File: config.mk
export PLATFORM = sky130hd
export DESIGN_NAME = ps2_kbd_decoder
export DESIGN_NICKNAME = d
export VERILOG_FILES = /design/src/rtl/ps2_kbd_decoder.sv
export SDC_FILE = /design/constraint.sdc
export NUM_CORES = 1
export LEC_CHECK = 0
export ABC_CLOCK_PERIOD_IN_PS = 3300
export BUFFER_PORTS_ARGS = -buffer_cell sky130_fd_sc_hd__clkbuf_2
export CAP_MARGIN = 40
export CELL_PAD_IN_SITES_DETAIL_PLACEMENT = 1
export CELL_PAD_IN_SITES_GLOBAL_PLACEMENT = 2
export CORE_MARGIN = 1.5
export CORE_UTILIZATION = 35
export CTS_BUF_LIST = sky130_fd_sc_hd__clkbuf_8
export CTS_CLUSTER_DIAMETER = 40
export DETAILED_ROUTE_END_ITERATION = 7
export GPL_TIMING_DRIVEN = 0
export PLACE_DENSITY_LB_ADDON = 0.2
export SLEW_MARGIN = 20
export SYNTH_ARGS = -nofsm -noshare
export SYNTH_HDL_FRONTEND = slang
export SYNTH_SLANG_ARGS = --single-unit
File: constraint.sdc
create_clock -name clk -period 3.3 [get_ports clk]
set_clock_uncertainty 0.1 [all_clocks]
set_input_delay 0.165 -clock clk [delete_from_list [all_inputs] [get_ports clk]]
set_output_delay 0.165 -clock clk [all_outputs]
set_load 0.05 [all_outputs]
File: src/rtl/ps2_kbd_decoder.sv
// PS/2 keyboard receiver (scan code set 2) presenting the held key as an ASCII level.
// Handles pin synchronization, framing/parity, timeout, F0/E0 prefixes and the key map.
module ps2_kbd_decoder #(
  parameter int TIMEOUT_CYCLES = 50000
) (
  input  logic       clk,
  input  logic       rst,
  input  logic       ps2_clk,
  input  logic       ps2_data,
  output logic [7:0] key,
  output logic       key_valid,
  output logic [7:0] scan_code,
  output logic       frame_err
);

  localparam int CW = $clog2(TIMEOUT_CYCLES + 1);

  typedef enum logic [1:0] {R_IDLE, R_DATA, R_PAR, R_STOP} rx_t;
  typedef enum logic [1:0] {D_NORM, D_BRK, D_EXT, D_EXTBRK} dec_t;

  // clk_s[0]/[1] are the synchronizer stages, clk_s[2] is sync2 one cycle back
  logic [2:0]    clk_s;
  logic [1:0]    dat_s;
  logic          fall, din;
  rx_t           rx_st;
  dec_t          dec_st;
  logic [2:0]    bit_cnt;
  logic [7:0]    sh;
  logic          par;
  logic [CW-1:0] to_cnt;
  logic          byte_rdy;
  logic [7:0]    asc;

  assign fall = clk_s[2] & ~clk_s[1];
  assign din  = dat_s[1];

  function automatic logic [7:0] to_ascii(input logic [7:0] c);
    case (c)
      8'h1C: to_ascii = "A";  8'h32: to_ascii = "B";  8'h21: to_ascii = "C";
      8'h23: to_ascii = "D";  8'h24: to_ascii = "E";  8'h2B: to_ascii = "F";
      8'h34: to_ascii = "G";  8'h33: to_ascii = "H";  8'h43: to_ascii = "I";
      8'h3B: to_ascii = "J";  8'h42: to_ascii = "K";  8'h4B: to_ascii = "L";
      8'h3A: to_ascii = "M";  8'h31: to_ascii = "N";  8'h44: to_ascii = "O";
      8'h4D: to_ascii = "P";  8'h15: to_ascii = "Q";  8'h2D: to_ascii = "R";
      8'h1B: to_ascii = "S";  8'h2C: to_ascii = "T";  8'h3C: to_ascii = "U";
      8'h2A: to_ascii = "V";  8'h1D: to_ascii = "W";  8'h22: to_ascii = "X";
      8'h35: to_ascii = "Y";  8'h1A: to_ascii = "Z";
      8'h45: to_ascii = "0";  8'h16: to_ascii = "1";  8'h1E: to_ascii = "2";
      8'h26: to_ascii = "3";  8'h25: to_ascii = "4";  8'h2E: to_ascii = "5";
      8'h36: to_ascii = "6";  8'h3D: to_ascii = "7";  8'h3E: to_ascii = "8";
      8'h46: to_ascii = "9";  8'h29: to_ascii = 8'h20;
      default: to_ascii = 8'h00;
    endcase
  endfunction

  assign asc = to_ascii(sh);

  always_ff @(posedge clk) begin
    if (rst) begin
      clk_s <= 3'b111;
      dat_s <= 2'b11;
    end else begin
      clk_s <= {clk_s[1:0], ps2_clk};
      dat_s <= {dat_s[0], ps2_data};
    end
  end

  always_ff @(posedge clk) begin
    if (rst) begin
      rx_st     <= R_IDLE;
      bit_cnt   <= 3'd0;
      sh        <= 8'h00;
      par       <= 1'b0;
      to_cnt    <= '0;
      byte_rdy  <= 1'b0;
      frame_err <= 1'b0;
    end else begin
      byte_rdy  <= 1'b0;
      frame_err <= 1'b0;
      if (fall) begin
        to_cnt <= '0;
        case (rx_st)
          R_IDLE: if (!din) begin
            rx_st   <= R_DATA;
            bit_cnt <= 3'd0;
          end
          R_DATA: begin
            sh      <= {din, sh[7:1]};
            bit_cnt <= bit_cnt + 3'd1;
            if (bit_cnt == 3'd7) rx_st <= R_PAR;
          end
          R_PAR: begin
            par   <= din;
            rx_st <= R_STOP;
          end
          R_STOP: begin
            if (din && (^{sh, par})) byte_rdy  <= 1'b1;
            else                     frame_err <= 1'b1;
            rx_st <= R_IDLE;
          end
          default: rx_st <= R_IDLE;
        endcase
      end else if (rx_st == R_IDLE) begin
        to_cnt <= '0;
      end else if (to_cnt == CW'(TIMEOUT_CYCLES - 1)) begin
        // stalled partial frame: drop it, decoder prefix state is kept
        rx_st     <= R_IDLE;
        frame_err <= 1'b1;
        to_cnt    <= '0;
      end else begin
        to_cnt <= to_cnt + 1'b1;
      end
    end
  end

  // sh is stable here: the next fall is at least 4 cycles after byte_rdy
  always_ff @(posedge clk) begin
    if (rst) begin
      dec_st    <= D_NORM;
      key       <= 8'h00;
      key_valid <= 1'b0;
      scan_code <= 8'h00;
    end else begin
      key_valid <= 1'b0;
      if (byte_rdy) begin
        scan_code <= sh;
        case (dec_st)
          D_NORM: begin
            if      (sh == 8'hF0) dec_st <= D_BRK;
            else if (sh == 8'hE0) dec_st <= D_EXT;
            else begin
              key       <= asc;
              key_valid <= 1'b1;
            end
          end
          D_BRK: begin
            if (asc != 8'h00 && asc == key) begin
              key       <= 8'h00;
              key_valid <= 1'b1;
            end
            dec_st <= D_NORM;
          end
          D_EXT:   dec_st <= (sh == 8'hF0) ? D_EXTBRK : D_NORM;
          default: dec_st <= D_NORM;
        endcase
      end
    end
  end

endmodule

==> impl_metrics.ini, run 1 <==
[synthesis]
synth_adder_area_share_pct = 4.187
synth_cells = 463
seq_area_frac_synth_pct = 31.95
ys_warn_count = 0
ys_types = 72
avgSynthCellArea_um2 = 8.391
yosysTopAreaCell = dfxtp_1
syn_area_um2 = 3885
syn_nets = 480
synth_top_family_by_area = compound AO/OA/AOI/OAI gates
ys.flop_type = dfxtp_1
synth-compound-area-share_pct = 23.64
synth-edff-count = 0
synthSimpleGateAreaFrac_pct = 23.19
muxShareOfSynthArea_pct = 5.636
synth_area_leaders = dfxtp_1 (32%), mux2i_1 (4.4%), ha_1 (4.2%), nor2_1 (4.0%), xnor2_1 (3.8%)
synth.top_cell.area_share_pct = 31.95
synthArstFlopShare_pct = 0
synth_commonest_cells = dfxtp_1 (62), nor2_1 (41), nand2_1 (32)
synth_xor_xnor_area_share_pct = 4.863
ys_ff_latch = 62
yosysMostFrequentCell = dfxtp_1

[clocking]
clock_sinks = 62
cts_tree = done
clkLatencyLatePin_ns = 0.37
cts_buffer_depth = 2
cts-root-buf = clkbuf_8
cts-htree-levels = 3
cts_buffers = 9
clk_pin_slew_ns = 0.08

[final_layout]
antenna_cells = 0
area_growth_pct = 18.33
final_core_util_pct = 42.41
fin_cells = 651
drive_gt1_share_pct = 18.40
nets = 523

[global_route]
antenna_found_initial = 0
grt_usage_pct = 22.37
grt_pass1_wl_um = 19850
grt_pass1_vias = 3749
grt_max_degree = 20
use_met2_pct = 35.80
overflow = 0
top_usage_layer = met2
gr-usage-met1_pct = 28.71
use_met3_pct = 5.124

[placement]
gp_congestion = 0.8901
place_hpwl_um = 9146
place_inst = 624
io_buffers = 19

[die]
die_y_um = 108.4
core-area_um2 = 10840
die_area_um2 = 11740
io_pins = 22
start_util_pct = 35.84
num_rows = 38
die_w_um = 108.4

[routing]
vias = 3814
drt_iter0_markers = 236
vias_per_cell = 5.859
drt_wl_total_um = 12490
final_antenna_net_count = 0
wl_per_cell_um = 19.18
route.detailed.drc = 0
drtPass1Iterations = 5

[sta]
worst_pin_slew_ns = 0.7253
fin_hold_ws_ns = 0.2108
finalMaxSlewViolations = 0
timing.fmax_mhz = 310.4
setup_viol_count_final = 0
fin_crit_ns = 3.222
fin_crit_sh_pct = 97.64
finalHoldViolCount = 0
maxSlewHeadroom_pct = 50.99

[worst_setup_path]
critPathCaptureType = register
r2r_start = rx_st[1]
critPathMaxFanout = 6
worstSetupPathType = register to register
start_kind = register
r2r_setup_slack_ns = 0.08
cp.required_ns = 3.44
reg2regPathDepth = 14
cp_data_arrival_time_ns = 3.36

[status]
status = finished clean

[min_path]
min_to = frame_err
worstHoldStart = rst
hold_depth = 3
hold_path_class = input pin to register

[power]
ir_drop_mv = 0.3437
power_density_nw_per_um2 = 359.7
p_leak_uw = 0.001687
finalPower_uw = 1653

[job]
cap_viol_max_count = 0
[how the worst max path moves through the flow]
stage | from | to | slack (ns)
finish | rx_st[1] | register | 0.08
global route | rx_st[1] | register | -0.02
CTS | rx_st[1] | register | 0.004
detailed placement | rst | register | -0.75
global placement | rst | register | -0.77
floorplan | rx_st[1] | register | 0.04
[kinds of logic (layout without fill, tap and decap cells)]
kind of cell               after synthesis  count (layout)
AOI/OAI and AO/OA                      124             124
xor gates and xnor gates                20              20
adders and majority gates               13              13
buffers and inverters                   59             107
DFF                                     62              62
muxes                                   21              21
other                                    1               1
and+or+nand+nor                        163             163
[layout by cell type, fill, tap and decap left out, types with 10 or more instances in the layout]
cell type / instances
a21oi_1: 25
buf_4: 13
clkbuf_1: 12
clkbuf_2: 23
clkbuf_8: 10
dfxtp_1: 59
ha_1: 11
inv_1: 20
mux2i_1: 17
nand2_1: 30
nand2b_1: 10
nor2_1: 41
o21ai_0: 18
xnor2_1: 17
[stage by stage]
step,setup slack [ns],TNS [ns],area (um2)
finish,0.07784,0,4597
global route,-0.01620,-0.01620,4597
CTS,0.004307,0,4498
detailed placement,-0.7476,-1.876,4174
global placement,-0.7744,-2.156,4164
floorplan,0.03628,0,3894
[what timing repair did]
item	4_1_cts	5_1_grt
gates resized for setup	15	10
setup endpoints to repair	4	1
pin swaps	1	2
setup buffers	2	10
endpoints found under the hold margin	2	0
hold buffers	2	0
[cell type report]
type                            count  area, um2
Timing Repair Buffer               35      215.2
Clock inverter                      6      108.9
Tap cell                          140      175.2
Fill cell                        1311       6243
Multi-Input combinational cell    342       2442
Clock buffer                       10      137.6
Inverter                           25      93.84
Buffer                             31      176.4
Sequential cell                    62       1247
[metal layers]
layer | part of all wire (%) | up-vias
li1 | - | 1793
met1 | 46 | 1908
met2 | 48 | 97
met3 | 4.6 | 16
met4 | 1.9 | 0
met5 | 0 | -
[where the power goes]
part	switching [uW]	internal [uW]	leakage (uW)	total, uW
Clock	339	521	0.000126	860
Combinational	28.9	13.0	0.00106	41.9
Sequential	1.89	749	0.000502	751
[critical path: stages (launching register included)]
cell and delay (ns):
dfxtp_4 0.36, inv_2 0.08, ha_4 0.15, and3b_1 0.18, buf_6 0.13, clkbuf_16 0.14
nand2_2 0.07, a21oi_4 0.19, inv_2 0.08, ha_4 0.27, nor4bb_1 0.15, mux2_4 0.29
and3_4 0.17, o221a_1 0.22, or4_1 0.51
(Power assumes the default switching activity.)
==> inputs of run 2 (changes only) <==
- ABC_AREA: default -> 1
- CORE_MARGIN: 1.5 -> 5
- CORE_UTILIZATION: 35 -> 32
==> impl_metrics.ini, run 2 <==
[status]
status = finished clean

[worst_setup_path]
crit_chain = inv_1 > ha_1 > buf_4 > nand3_2 > buf_6 > nand2_2 > nand2_2 > nor2_1 > inv_1 > ha_1 > nand3_1 > nor2_1 > nand2_1 > o21a_1 > nand2_1 > nand2_1 > nand2_1
cpPeakStageDelay_ns = 0.33
cp.required_ns = 3.49
critPathCaptureType = register
cp_data_arrival_time_ns = 3.09
critical-path-slowest-cell = dfxtp_1
cpLargestDelayFamily = simple AND/OR/NAND/NOR gates
worstSetupPathType = register to register
crit_top_cell = nand2_1
critPathBufInv = 4
critPathMaxFanout = 10
start_kind = register

[power]
finalPower_uw = 1469
ir_drop_mv = 0.1733
power_density_nw_per_um2 = 371.7
p_leak_uw = 0.001870

[clocking]
clk_pin_slew_ns = 0.07
postCtsHoldBufs = 2
cts_buffers = 9
cts_buffer_depth = 2
cts_tree = done
cts-htree-levels = 3
clkLatencyLatePin_ns = 0.35
clock_sinks = 62
post_cts_buffers = 0
cts-root-buf = clkbuf_8
cts_resized = 0

[routing]
route.detailed.drc = 0
drt_iter0_markers = 130
final_antenna_net_count = 0
wl_per_cell_um = 14.03
vias = 3258
drtPass1Iterations = 4
vias_per_cell = 4.742
drt_wl_total_um = 9639

[placement]
gp_congestion = 0.8508
place_area_um2 = 3739
io_buffers = 19
place_hpwl_um = 7475
pre_cts_ws_ns = 0.4175

[sta]
finalMaxSlewViolations = 0
finalHoldViolCount = 0
setup_tns_ns = 0
setup_ws_ns = 0.4079
timing.fmax_mhz = 345.8
rsz0062_at_grt = no
worst_pin_slew_ns = 0.6610
maxSlewHeadroom_pct = 55.93
setup_viol_count_final = 0
fin_crit_ns = 2.892
fin_crit_sh_pct = 87.64

[synthesis]
yosysTopAreaCell = dfxtp_1
synth_area_leaders = dfxtp_1 (36%), nand2_1 (15%), nand3_1 (6.6%), inv_1 (6.1%), nor2_1 (4.9%)
avgSynthCellArea_um2 = 6.801
ys_warn_count = 0
synth-edff-count = 0
syn_nets = 527
seq_area_frac_synth_pct = 35.79
ys.flop_type = dfxtp_1
synth_cells = 510
synth_commonest_cells = nand2_1 (142), dfxtp_1 (62), inv_1 (56)
synthArstFlopShare_pct = 0
synth.top_cell.area_share_pct = 35.79
ys_types = 38
syn_area_um2 = 3468
yosysMostFrequentCell = nand2_1
ys_ff_latch = 62

[final_layout]
nets = 559
final_common_cell = nand2_1
area_growth_pct = 13.92
antenna_cells = 0
final_cell_mix = nand2_1 (142), dfxtp_1 (62), inv_1 (59)
drive_gt1_share_pct = 12.98
final_cell_area_um2 = 3951
final_core_util_pct = 36.77

[die]
die_y_um = 114.1
start_util_pct = 32.28
num_rows = 38
die_w_um = 114.1
core-area_um2 = 10750
io_pins = 22
die_area_um2 = 13020

[global_route]
grt_usage_pct = 15.82
grt_pass1_vias = 3416
grt_pass1_wl_um = 16420
antenna_found_initial = 0
grt_max_degree = 11
overflow = 0

[min_path]
hold_path_class = input pin to register

[job]
cap_viol_max_count = 0
==> run 2: cell types whose count changed in the layout (fill, tap and decap cells not counted), sizes merged, moves of 9 or more <==
cell,delta
clkbuf,-12
mux2i,-17
nand2,+119
nand3,+40
buf,-18
nand4,+9
inv,+39
nand2b,-10
==> run 2: where the power goes <==
group / switching [uW] / total (uW) / internal [uW] / leakage, uW
sequential: 2.54 / 754 / 751 / 0.000500
combinational: 30.5 / 44.3 / 13.9 / 0.00126
clock: 309 / 670 / 362 / 0.000110
total: 342 / 1470 / 1130 / 0.00187
==> run 2: logic make-up after synthesis <==
| kind of cell | synth area share (%) |
|---|---|
| simple gates | 35.89 |
| compound gates | 10.21 |
| flops | 35.79 |
| other cells | 0.1081 |
| xor+xnor | 4.040 |
| buf+inv | 9.271 |
| fa+ha+maj | 4.690 |
==> run 2: metal layers <==
layer,global-route usage (%),wire length (um)
met1,19.47,4619
met2,26.85,4584
met4,6.017,124
met3,3.647,311
met5,0,0
==> run 2: final cells by class <==
class	count	area [um2]
tap	140	175.2
timing repair buffer	21	115.1
fill	1400	6794
sequential	62	1241
clock inverter	6	55.05
clock buffer	10	137.6
multi-input combinational	373	1906
buffer	15	93.84
inverter	60	227.7
==> run 2: through the flow <==
stage	hold WS (ns)	instances
6_report	0.1740	687
5_1_grt	0.1527	687
4_1_cts	0.1423	687
3_5_place_dp	0.2542	669
3_3_place_gp	0.2554	669
2_1_floorplan	0.1688	510
==> run 2: path summary, 6_finish.rpt <==
kind                    to     start  slack, ns  depth (start not counted)
setup / recovery  register  rx_st[1]       0.41                         17
setup reg to reg  register  rx_st[1]       0.41                         17
hold reg to reg   clk_s[1]  clk_s[0]       0.32                          1
hold / removal    dat_s[0]       rst       0.17                          2
==> inputs of run 3 (changes only) <==
- ABC_AREA: 1 -> default
- CORE_UTILIZATION: 32 -> 35
==> impl_metrics.ini, run 3 (synthesis gave the netlist of run 1 again) <==
[die]
die_y_um = 115.4
io_pins = 22
start_util_pct = 35.84
num_rows = 38
core-area_um2 = 10840
die_w_um = 115.4
die_area_um2 = 13310

[power]
power_density_nw_per_um2 = 345.9
p_leak_uw = 0.001652
ir_drop_mv = 0.2303

[status]
status = finished clean

[worst_setup_path]
critPathMaxFanout = 10
start_kind = register
cp_data_arrival_time_ns = 3.33
worstSetupPathType = register to register
critPathCaptureType = register
r2r_setup_slack_ns = 0.10
cp.required_ns = 3.43

[final_layout]
final_common_cell = dfxtp_1
antenna_cells = 0
nets = 517
area_growth_pct = 16.43
final_cell_mix = dfxtp_1 (59), nor2_1 (41), nand2_1 (31)
drive_gt1_share_pct = 17.03

[placement]
io_buffers = 19
gp_congestion = 0.9032
place_hpwl_um = 9369

[min_path]
hold_path_class = input pin to register

[global_route]
grt_pass1_vias = 3877
overflow = 0
antenna_found_initial = 0
grt_max_degree = 20
grt_pass1_wl_um = 20480
grt_usage_pct = 19.79

[clocking]
cts-htree-levels = 3
clkLatencyLatePin_ns = 0.36
clock_sinks = 62
cts_tree = done
cts-root-buf = clkbuf_8
clk_pin_slew_ns = 0.08
cts_buffers = 9
cts_buffer_depth = 2

[sta]
worst_pin_slew_ns = 0.6807
rsz0062_at_grt = no
fin_hold_ws_ns = 0.2336
setup_tns_ns = 0
fin_crit_ns = 3.197
finalMaxSlewViolations = 0
finalHoldViolCount = 0
timing.fmax_mhz = 312.8
maxSlewHeadroom_pct = 54.00
fin_crit_sh_pct = 96.87
setup_viol_count_final = 0

[routing]
wl_met1_um = 5921
drt_wl_total_um = 12670
final_antenna_net_count = 0
drtPass1Iterations = 4
route.met2.wl_um = 5841
wl_met3_um = 559
route.detailed.drc = 0
wl_per_cell_um = 19.64
vias = 3695
top_layer_used = met4
drt_iter0_markers = 341
vias_per_cell = 5.729

[job]
cap_viol_max_count = 0
[run 3: area by class of cell]
cell class	count	area, um2
Timing Repair Buffer	28	162.7
Fill cell	1332	6317
Inverter	25	93.84
Multi-Input combinational cell	342	2435
Clock buffer	10	137.6
Tap cell	140	175.2
Buffer	32	187.7
Clock inverter	6	83.83
Sequential cell	62	1247
[run 3: worst max-delay path, stage by stage (launching register included)]
cell and delay, ns:
dfxtp_2 0.47, buf_2 0.28, clkbuf_4 0.26, nand2_2 0.09, a21oi_4 0.16, inv_2 0.08
ha_4 0.27, nor4bb_1 0.14, mux2_4 0.29, and3_1 0.17, o221a_1 0.23, or4_1 0.51
[run 3: routing by layer]
layer / up-vias / track usage [%]
met4: 0 / 8.607
met1: 1809 / 25.90
met3: 26 / 4.316
li1: 1776 / -
met5: - / 0
met2: 84 / 31.33
[run 3: final timing paths]
check / depth (start not counted) / startpoint / endpoint
hold reg to reg: 1 / clk_s[0] / clk_s[1]
setup reg to reg: 11 / sh[2] / register
hold / removal: 3 / rst / frame_err
setup / recovery: 11 / sh[2] / register
[run 3: power breakdown]
group / switching (uW) / total [uW] / internal (uW)
logic: 28.6 / 41.5 / 12.9
registers: 1.71 / 751 / 749
clock network: 327 / 772 / 444
total: 358 / 1560 / 1210
[run 3: timing repair]
item / in CTS / in global routing
endpoints found under the hold margin: 2 / 0
resized for setup: 17 / 9
pin swaps: 1 / 2
hold buffers: 2 / 0
buffers inserted: 2 / 3
endpoints found under the setup margin: 4 / 2
[run 3: metrics by stage]
step           setup slack [ns]  util, %  cells  area [um2]  power [uW]
6_report                 0.1032    41.72    645        4523        1564
5_1_grt               0.0006175    41.72    645        4523        1636
4_1_cts                0.005917    41.33    642        4481        1597
3_5_place_dp            -0.7939    38.50    624        4174       808.5
3_3_place_gp            -0.7861    38.41    622        4164       807.8
2_1_floorplan           0.03628        -    463        3894       795.5
